<file path="config.mk">
export PLATFORM = sky130hd
export DESIGN_NAME = text_console_buffer
export DESIGN_NICKNAME = d
export VERILOG_FILES = /design/src/rtl/text_console_buffer.sv
export SDC_FILE = /design/constraint.sdc
export NUM_CORES = 2
export LEC_CHECK = 0
export CAP_MARGIN = 20
export CORE_MARGIN = 4
export CORE_UTILIZATION = 40
export DETAILED_ROUTE_END_ITERATION = 7
export GPL_TIMING_DRIVEN = 0
export SETUP_SLACK_MARGIN = 0.4
export SYNTH_ARGS = -nofsm -noshare
export SYNTH_HDL_FRONTEND = slang
export SYNTH_SLANG_ARGS = --single-unit
</file>
<file path="constraint.sdc">
create_clock -name clk -period 9 [get_ports clk]
set_input_delay 0.9 -clock clk [delete_from_list [all_inputs] [get_ports clk]]
set_output_delay 0.9 -clock clk [all_outputs]
set_load 0.02 [all_outputs]
</file>
<file path="src/rtl/text_console_buffer.sv">
// Character-cell store for the VGA text console: a cursor-driven writer with
// backspace/newline handling, scroll or wrap at end of screen, and two registered read ports.
module text_console_buffer #(
  parameter int         COLS      = 12,
  parameter int         ROWS      = 9,
  parameter int         SCROLL_EN = 1,
  parameter logic [7:0] BLANK     = 8'h20,
  parameter int         IDX_W     = $clog2(COLS*ROWS)
) (
  input  logic                      clk,
  input  logic                      reset,
  input  logic                      in_valid,
  input  logic [7:0]                in_char,
  output logic                      in_ready,
  input  logic                      clear,
  output logic                      busy,
  input  logic [IDX_W-1:0]          disp_addr,
  output logic [7:0]                disp_char,
  input  logic [IDX_W-1:0]          rd_addr,
  output logic [7:0]                rd_char,
  output logic [IDX_W-1:0]          cursor_idx,
  output logic [$clog2(ROWS)-1:0]   cursor_row,
  output logic [$clog2(COLS)-1:0]   cursor_col,
  output logic                      wr_strobe,
  output logic [IDX_W-1:0]          wr_idx,
  output logic [7:0]                wr_char
);

  localparam int N  = COLS * ROWS;
  localparam int RW = $clog2(ROWS);
  localparam int CW = $clog2(COLS);

  localparam logic [IDX_W-1:0] LAST_I    = IDX_W'(N - 1);
  localparam logic [IDX_W-1:0] BODY_I    = IDX_W'(N - COLS);
  localparam logic [IDX_W-1:0] COLS_I    = IDX_W'(COLS);
  localparam logic [IDX_W-1:0] LASTROW_I = IDX_W'((ROWS - 1) * COLS);
  localparam logic [IDX_W-1:0] ONE_I     = IDX_W'(1);
  localparam logic [CW-1:0]    LAST_C    = CW'(COLS - 1);
  localparam logic [CW-1:0]    ONE_C     = CW'(1);
  localparam logic [RW-1:0]    LAST_R    = RW'(ROWS - 1);
  localparam logic [RW-1:0]    ONE_R     = RW'(1);

  typedef enum logic [1:0] {ST_CLEAR, ST_IDLE, ST_SCROLL} state_t;

  state_t            state_q, state_d;
  logic [IDX_W-1:0]  cnt_q, cnt_d;
  logic [IDX_W-1:0]  cur_idx_q, cur_idx_d;
  logic [RW-1:0]     cur_row_q, cur_row_d;
  logic [CW-1:0]     cur_col_q, cur_col_d;
  logic              wr_strobe_q, wr_strobe_d;
  logic [IDX_W-1:0]  wr_idx_q, wr_idx_d;
  logic [7:0]        wr_char_q, wr_char_d;
  logic [7:0]        disp_char_q, rd_char_q;

  logic [7:0]        mem_q [N];
  logic              mem_we;
  logic [IDX_W-1:0]  mem_waddr;
  logic [7:0]        mem_wdata;
  logic [IDX_W-1:0]  scroll_src;
  logic              eos;
  logic              is_print, is_bs, is_nl;

  assign busy       = (state_q != ST_IDLE);
  assign in_ready   = !busy && !clear;
  assign disp_char  = disp_char_q;
  assign rd_char    = rd_char_q;
  assign cursor_idx = cur_idx_q;
  assign cursor_row = cur_row_q;
  assign cursor_col = cur_col_q;
  assign wr_strobe  = wr_strobe_q;
  assign wr_idx     = wr_idx_q;
  assign wr_char    = wr_char_q;

  assign is_print   = (in_char >= 8'h20) && (in_char <= 8'h7E);
  assign is_bs      = (in_char == 8'h08);
  assign is_nl      = (in_char == 8'h0A) || (in_char == 8'h0D);
  // Source stays in range even on the blank-fill tail of a scroll.
  assign scroll_src = (cnt_q < BODY_I) ? (cnt_q + COLS_I) : '0;

  always_comb begin
    state_d     = state_q;
    cnt_d       = cnt_q;
    cur_idx_d   = cur_idx_q;
    cur_row_d   = cur_row_q;
    cur_col_d   = cur_col_q;
    wr_strobe_d = 1'b0;
    wr_idx_d    = wr_idx_q;
    wr_char_d   = wr_char_q;
    mem_we      = 1'b0;
    mem_waddr   = cnt_q;
    mem_wdata   = BLANK;
    eos         = 1'b0;

    if (clear) begin
      state_d = ST_CLEAR;
      cnt_d   = '0;
    end else begin
      case (state_q)
        ST_CLEAR: begin
          mem_we = 1'b1;
          if (cnt_q == LAST_I) begin
            state_d   = ST_IDLE;
            cnt_d     = '0;
            cur_idx_d = '0;
            cur_row_d = '0;
            cur_col_d = '0;
          end else begin
            cnt_d = cnt_q + ONE_I;
          end
        end
        ST_SCROLL: begin
          mem_we    = 1'b1;
          mem_wdata = (cnt_q < BODY_I) ? mem_q[scroll_src] : BLANK;
          if (cnt_q == LAST_I) begin
            state_d   = ST_IDLE;
            cnt_d     = '0;
            cur_idx_d = LASTROW_I;
            cur_row_d = LAST_R;
            cur_col_d = '0;
          end else begin
            cnt_d = cnt_q + ONE_I;
          end
        end
        ST_IDLE: begin
          if (in_valid) begin
            if (is_print) begin
              mem_we      = 1'b1;
              mem_waddr   = cur_idx_q;
              mem_wdata   = in_char;
              wr_strobe_d = 1'b1;
              wr_idx_d    = cur_idx_q;
              wr_char_d   = in_char;
              if (cur_idx_q == LAST_I) begin
                eos = 1'b1;
              end else if (cur_col_q == LAST_C) begin
                cur_col_d = '0;
                cur_row_d = cur_row_q + ONE_R;
                cur_idx_d = cur_idx_q + ONE_I;
              end else begin
                cur_col_d = cur_col_q + ONE_C;
                cur_idx_d = cur_idx_q + ONE_I;
              end
            end else if (is_bs) begin
              if (cur_idx_q != '0) begin
                mem_we    = 1'b1;
                mem_waddr = cur_idx_q - ONE_I;
                cur_idx_d = cur_idx_q - ONE_I;
                if (cur_col_q == '0) begin
                  cur_col_d = LAST_C;
                  cur_row_d = cur_row_q - ONE_R;
                end else begin
                  cur_col_d = cur_col_q - ONE_C;
                end
              end
            end else if (is_nl) begin
              if (cur_row_q == LAST_R) begin
                eos = 1'b1;
              end else begin
                cur_row_d = cur_row_q + ONE_R;
                cur_col_d = '0;
                cur_idx_d = cur_idx_q + (COLS_I - IDX_W'(cur_col_q));
              end
            end
          end
        end
        default: begin
          state_d = ST_CLEAR;
          cnt_d   = '0;
        end
      endcase
    end

    // Scroll parks the cursor on the last row when it finishes; wrap jumps home now.
    if (eos) begin
      if (SCROLL_EN != 0) begin
        state_d = ST_SCROLL;
        cnt_d   = '0;
      end else begin
        cur_idx_d = '0;
        cur_row_d = '0;
        cur_col_d = '0;
      end
    end
  end

  always_ff @(posedge clk or negedge reset) begin
    if (!reset) begin
      state_q     <= ST_CLEAR;
      cnt_q       <= '0;
      cur_idx_q   <= '0;
      cur_row_q   <= '0;
      cur_col_q   <= '0;
      wr_strobe_q <= 1'b0;
      wr_idx_q    <= '0;
      wr_char_q   <= '0;
      disp_char_q <= '0;
      rd_char_q   <= '0;
    end else begin
      state_q     <= state_d;
      cnt_q       <= cnt_d;
      cur_idx_q   <= cur_idx_d;
      cur_row_q   <= cur_row_d;
      cur_col_q   <= cur_col_d;
      wr_strobe_q <= wr_strobe_d;
      wr_idx_q    <= wr_idx_d;
      wr_char_q   <= wr_char_d;
      disp_char_q <= (disp_addr <= LAST_I) ? mem_q[disp_addr] : BLANK;
      rd_char_q   <= (rd_addr <= LAST_I) ? mem_q[rd_addr] : BLANK;
    end
  end

  // Cell array carries no reset; a CLEAR pass always follows reset release.
  always_ff @(posedge clk) begin
    if (mem_we) begin
      mem_q[mem_waddr] <= mem_wdata;
    end
  end

endmodule

</file>
==> out/qor.txt <==
Synthesized Nets -> 3450
Initial antenna violation count -> 30
Root buf cell -> clkbuf_16
R2r worst-path depth -> 13
Fmax -> 114.5 MHz
DRT iter0 DRCs -> 8921
Largest net degree at the start of global routing -> 65
Syn Std Cell Area -> 51990 µm²
Post-CTS Hold Fix Bufs -> 0
Die Y -> 368.5 µm
Hold slack -> 0.09541 ns
DP Wirelength -> 204600 µm
Crit path DAT -> 9.34 ns
Final Skew -> 0.04178 ns
GRT Resource Usage Total -> 40.55%
Crit Path Category -> reg2reg
RSZ-0062 raised after global routing -> false
Mux contribution to synthesized area -> 29.77%
Final hold vios -> 0
Largest family of logic cells by synthesized area -> multiplexers
Compound-gate portion of the synthesized area -> 8.170%
FF-to-FF End -> mem_q[46][1]
Worst Max-Slew Pin Slew -> 1.403 ns
Register bit total from synthesis -> 920
Final Non-Filler Cells -> 5587
Antenna-violating nets left -> 0
Max_cap viols -> 0
Placed Cells -> 5348
Distinct cells, synth -> 84
Synth Area in Simple Gates -> 5.954%
Postcts setup bufs -> 0
WL/cell -> 50.11 µm
Deepest clock path buffer count -> 3
Top FF cell, synth -> edfxtp_1
Final Setup Violations -> 0
Worst Path Required -> 9.60 ns
Worst IR Drop VDD -> 0.1545 mV
Remaining DRCs -> 0
Warnings from Yosys -> 0
Starting Density -> 40.20%
Cell area power density -> 174.7 nW/µm²
Vias per inst -> 7.583
First-pass DRT Iterations -> 7
Max_slew headroom -> 5.717%
Status -> finished, final reports clean
Yosys top cell area share -> 49.90%
Gr ovfl total -> 0
Synth area leader -> edfxtp_1
CP startpoint kind -> flop
Die width -> 368.5 µm
H-tree Lvls -> 3
Final #Nets -> 3784
Clock transition at path regs -> 0.07 ns
Largest cells by area after synthesis -> edfxtp_1 50%, mux4_2 25%, mux2i_1 3.3%
Post-Synth Adder-Cell Area -> 0.5679%
Count leader, synth -> edfxtp_1
Vias in the first global route -> 39380
GP Congestion -> 1.107
Layout cells sized above 1 -> 29.60%
CTS tree -> yes
Clock sink total -> 920
R2r startpoint -> cnt_q[0]
First-pass GRT wire length -> 364800 µm
Cts bufs inserted -> 106
Internal reg-to-reg setup slack -> 0.27 ns
Seq/Total Area, Yosys -> 52.60%
Final Cycle Share -> 97.03%
Via count -> 42370
Post-cts gate resize count -> 0
Syn Area/Cell -> 15.29 µm²
# IOs -> 75
Area grow syn2layout -> 16.93%
List of most frequent post-synthesis cells -> 864 x edfxtp_1, 572 x mux4_2, 244 x nand2_1
HP Class -> in2async
Row cnt -> 132
I/O Buffers -> 63
Die ar. -> 135800 µm²
Leakage -> 20.04 nW
Post-synth ARST share -> 6.087%
Routed WL -> 280000 µm
Post-synthesis xor/xnor area fraction -> 0.3297%
Tmin final -> 8.733 ns
Core area -> 129300 µm²
Worst-Skew Late Latency -> 0.78 ns
Number of synthesized flops with an enable pin -> 864
CP Capture Type -> flop
Final Slew Violations -> 0
CP Max Fanout -> 20
Post-Synthesis Cells -> 3401
cell usage in the layout (no fill, tap or decap), types with 111 or more instances in the layout:
cell type	Yosys	routed
mux4_2	572	572
nand2_1	244	244
clkbuf_16	0	111
a21oi_1	162	161
nor2_1	196	195
clkbuf_1	129	140
mux2i_1	174	174
edfxtp_1	864	864
buf_2	100	117
per-stage QoR:
step | worst slack, ns | setup TNS [ns] | util [%] | cell area (µm²) | power [W]
after floorplan | 0.4899 | 0 | - | 52010 | 0.005376
after global placement | -11.31 | -5788.13 | 42.39 | 54820 | 0.006095
after detailed placement | 1.183 | 0 | 44.13 | 57070 | 0.006162
after CTS | 1.168 | 0 | 46.78 | 60490 | 0.01045
after global routing | 0.7706 | 0 | 46.97 | 60740 | 0.01072
final | 0.2670 | 0 | 47.01 | 60790 | 0.01062
per-layer routing:
| metal | wire, µm | global-route usage, % |
|---|---|---|
| met5 | 320 | 1.140 |
| met1 | 93020 | 48.68 |
| met3 | 47270 | 21.05 |
| met2 | 111300 | 54.72 |
| met4 | 28120 | 31.00 |
registers in the layout, indices dropped and copies added, names as in the netlist:
register,cells
cnt_q,7
cursor_col,4
cursor_idx,7
cursor_row,4
disp_char,8
mem_q,864
rd_char,8
state_q,2
wr_char,8
wr_idx,7
wr_strobe,1
kinds of logic (layout without fill, tap and decap cells):
family | Yosys count | after routing
and+or+nand+nor | 667 | 667
AOI/OAI and AO/OA | 626 | 626
xor gates and xnor gates | 18 | 18
DFF | 920 | 920
muxes | 822 | 822
buffers and inverters | 325 | 745
other | 0 | 24
adders and majority gates | 23 | 23
worst max-delay path by stage:
stage / start / to / depth (start not counted)
global route: cnt_q[0] / mem_q[37][1] / 13
detailed placement: cnt_q[0] / mem_q[44][1] / 13
finish: cnt_q[0] / mem_q[46][1] / 13
floorplan: cnt_q[2] / mem_q[0][4] / 12
CTS: cnt_q[0] / mem_q[38][1] / 13
global placement: cnt_q[2] / mem_q[44][1] / 12
report_power, final:
part           switching [W]  internal (W)
Clock                0.00191       0.00250
Sequential         0.0000162       0.00463
Combinational        0.00112      0.000452
Total                0.00304       0.00758
final cells by class:
cell class / instances / area [µm²]
multi-input cells: 2156 / 23420
fillers: 11200 / 68530
clock inverters: 56 / 515.5
diodes: 24 / 60.06
flip-flops and latches: 920 / 27350
clock buffers: 138 / 2909
inverters: 18 / 67.56
plain buffers: 307 / 1323
repair buffers: 226 / 2978
well taps: 1742 / 2180
worst max-delay path, cell delays in order, from the launching register on:
cell and delay (ns):
dfrtp_1 0.62, buf_2 0.81, buf_2 0.69, buf_2 0.93
buf_2 0.64, clkbuf_1 1.03, a222oi_1 0.17, o21ai_0 1.04
a41oi_1 0.80, a311oi_4 0.90, buf_8 0.25, buf_8 0.20
buf_8 0.20, buf_16 0.18
No activity file was read; power rests on OpenSTA's default activity.
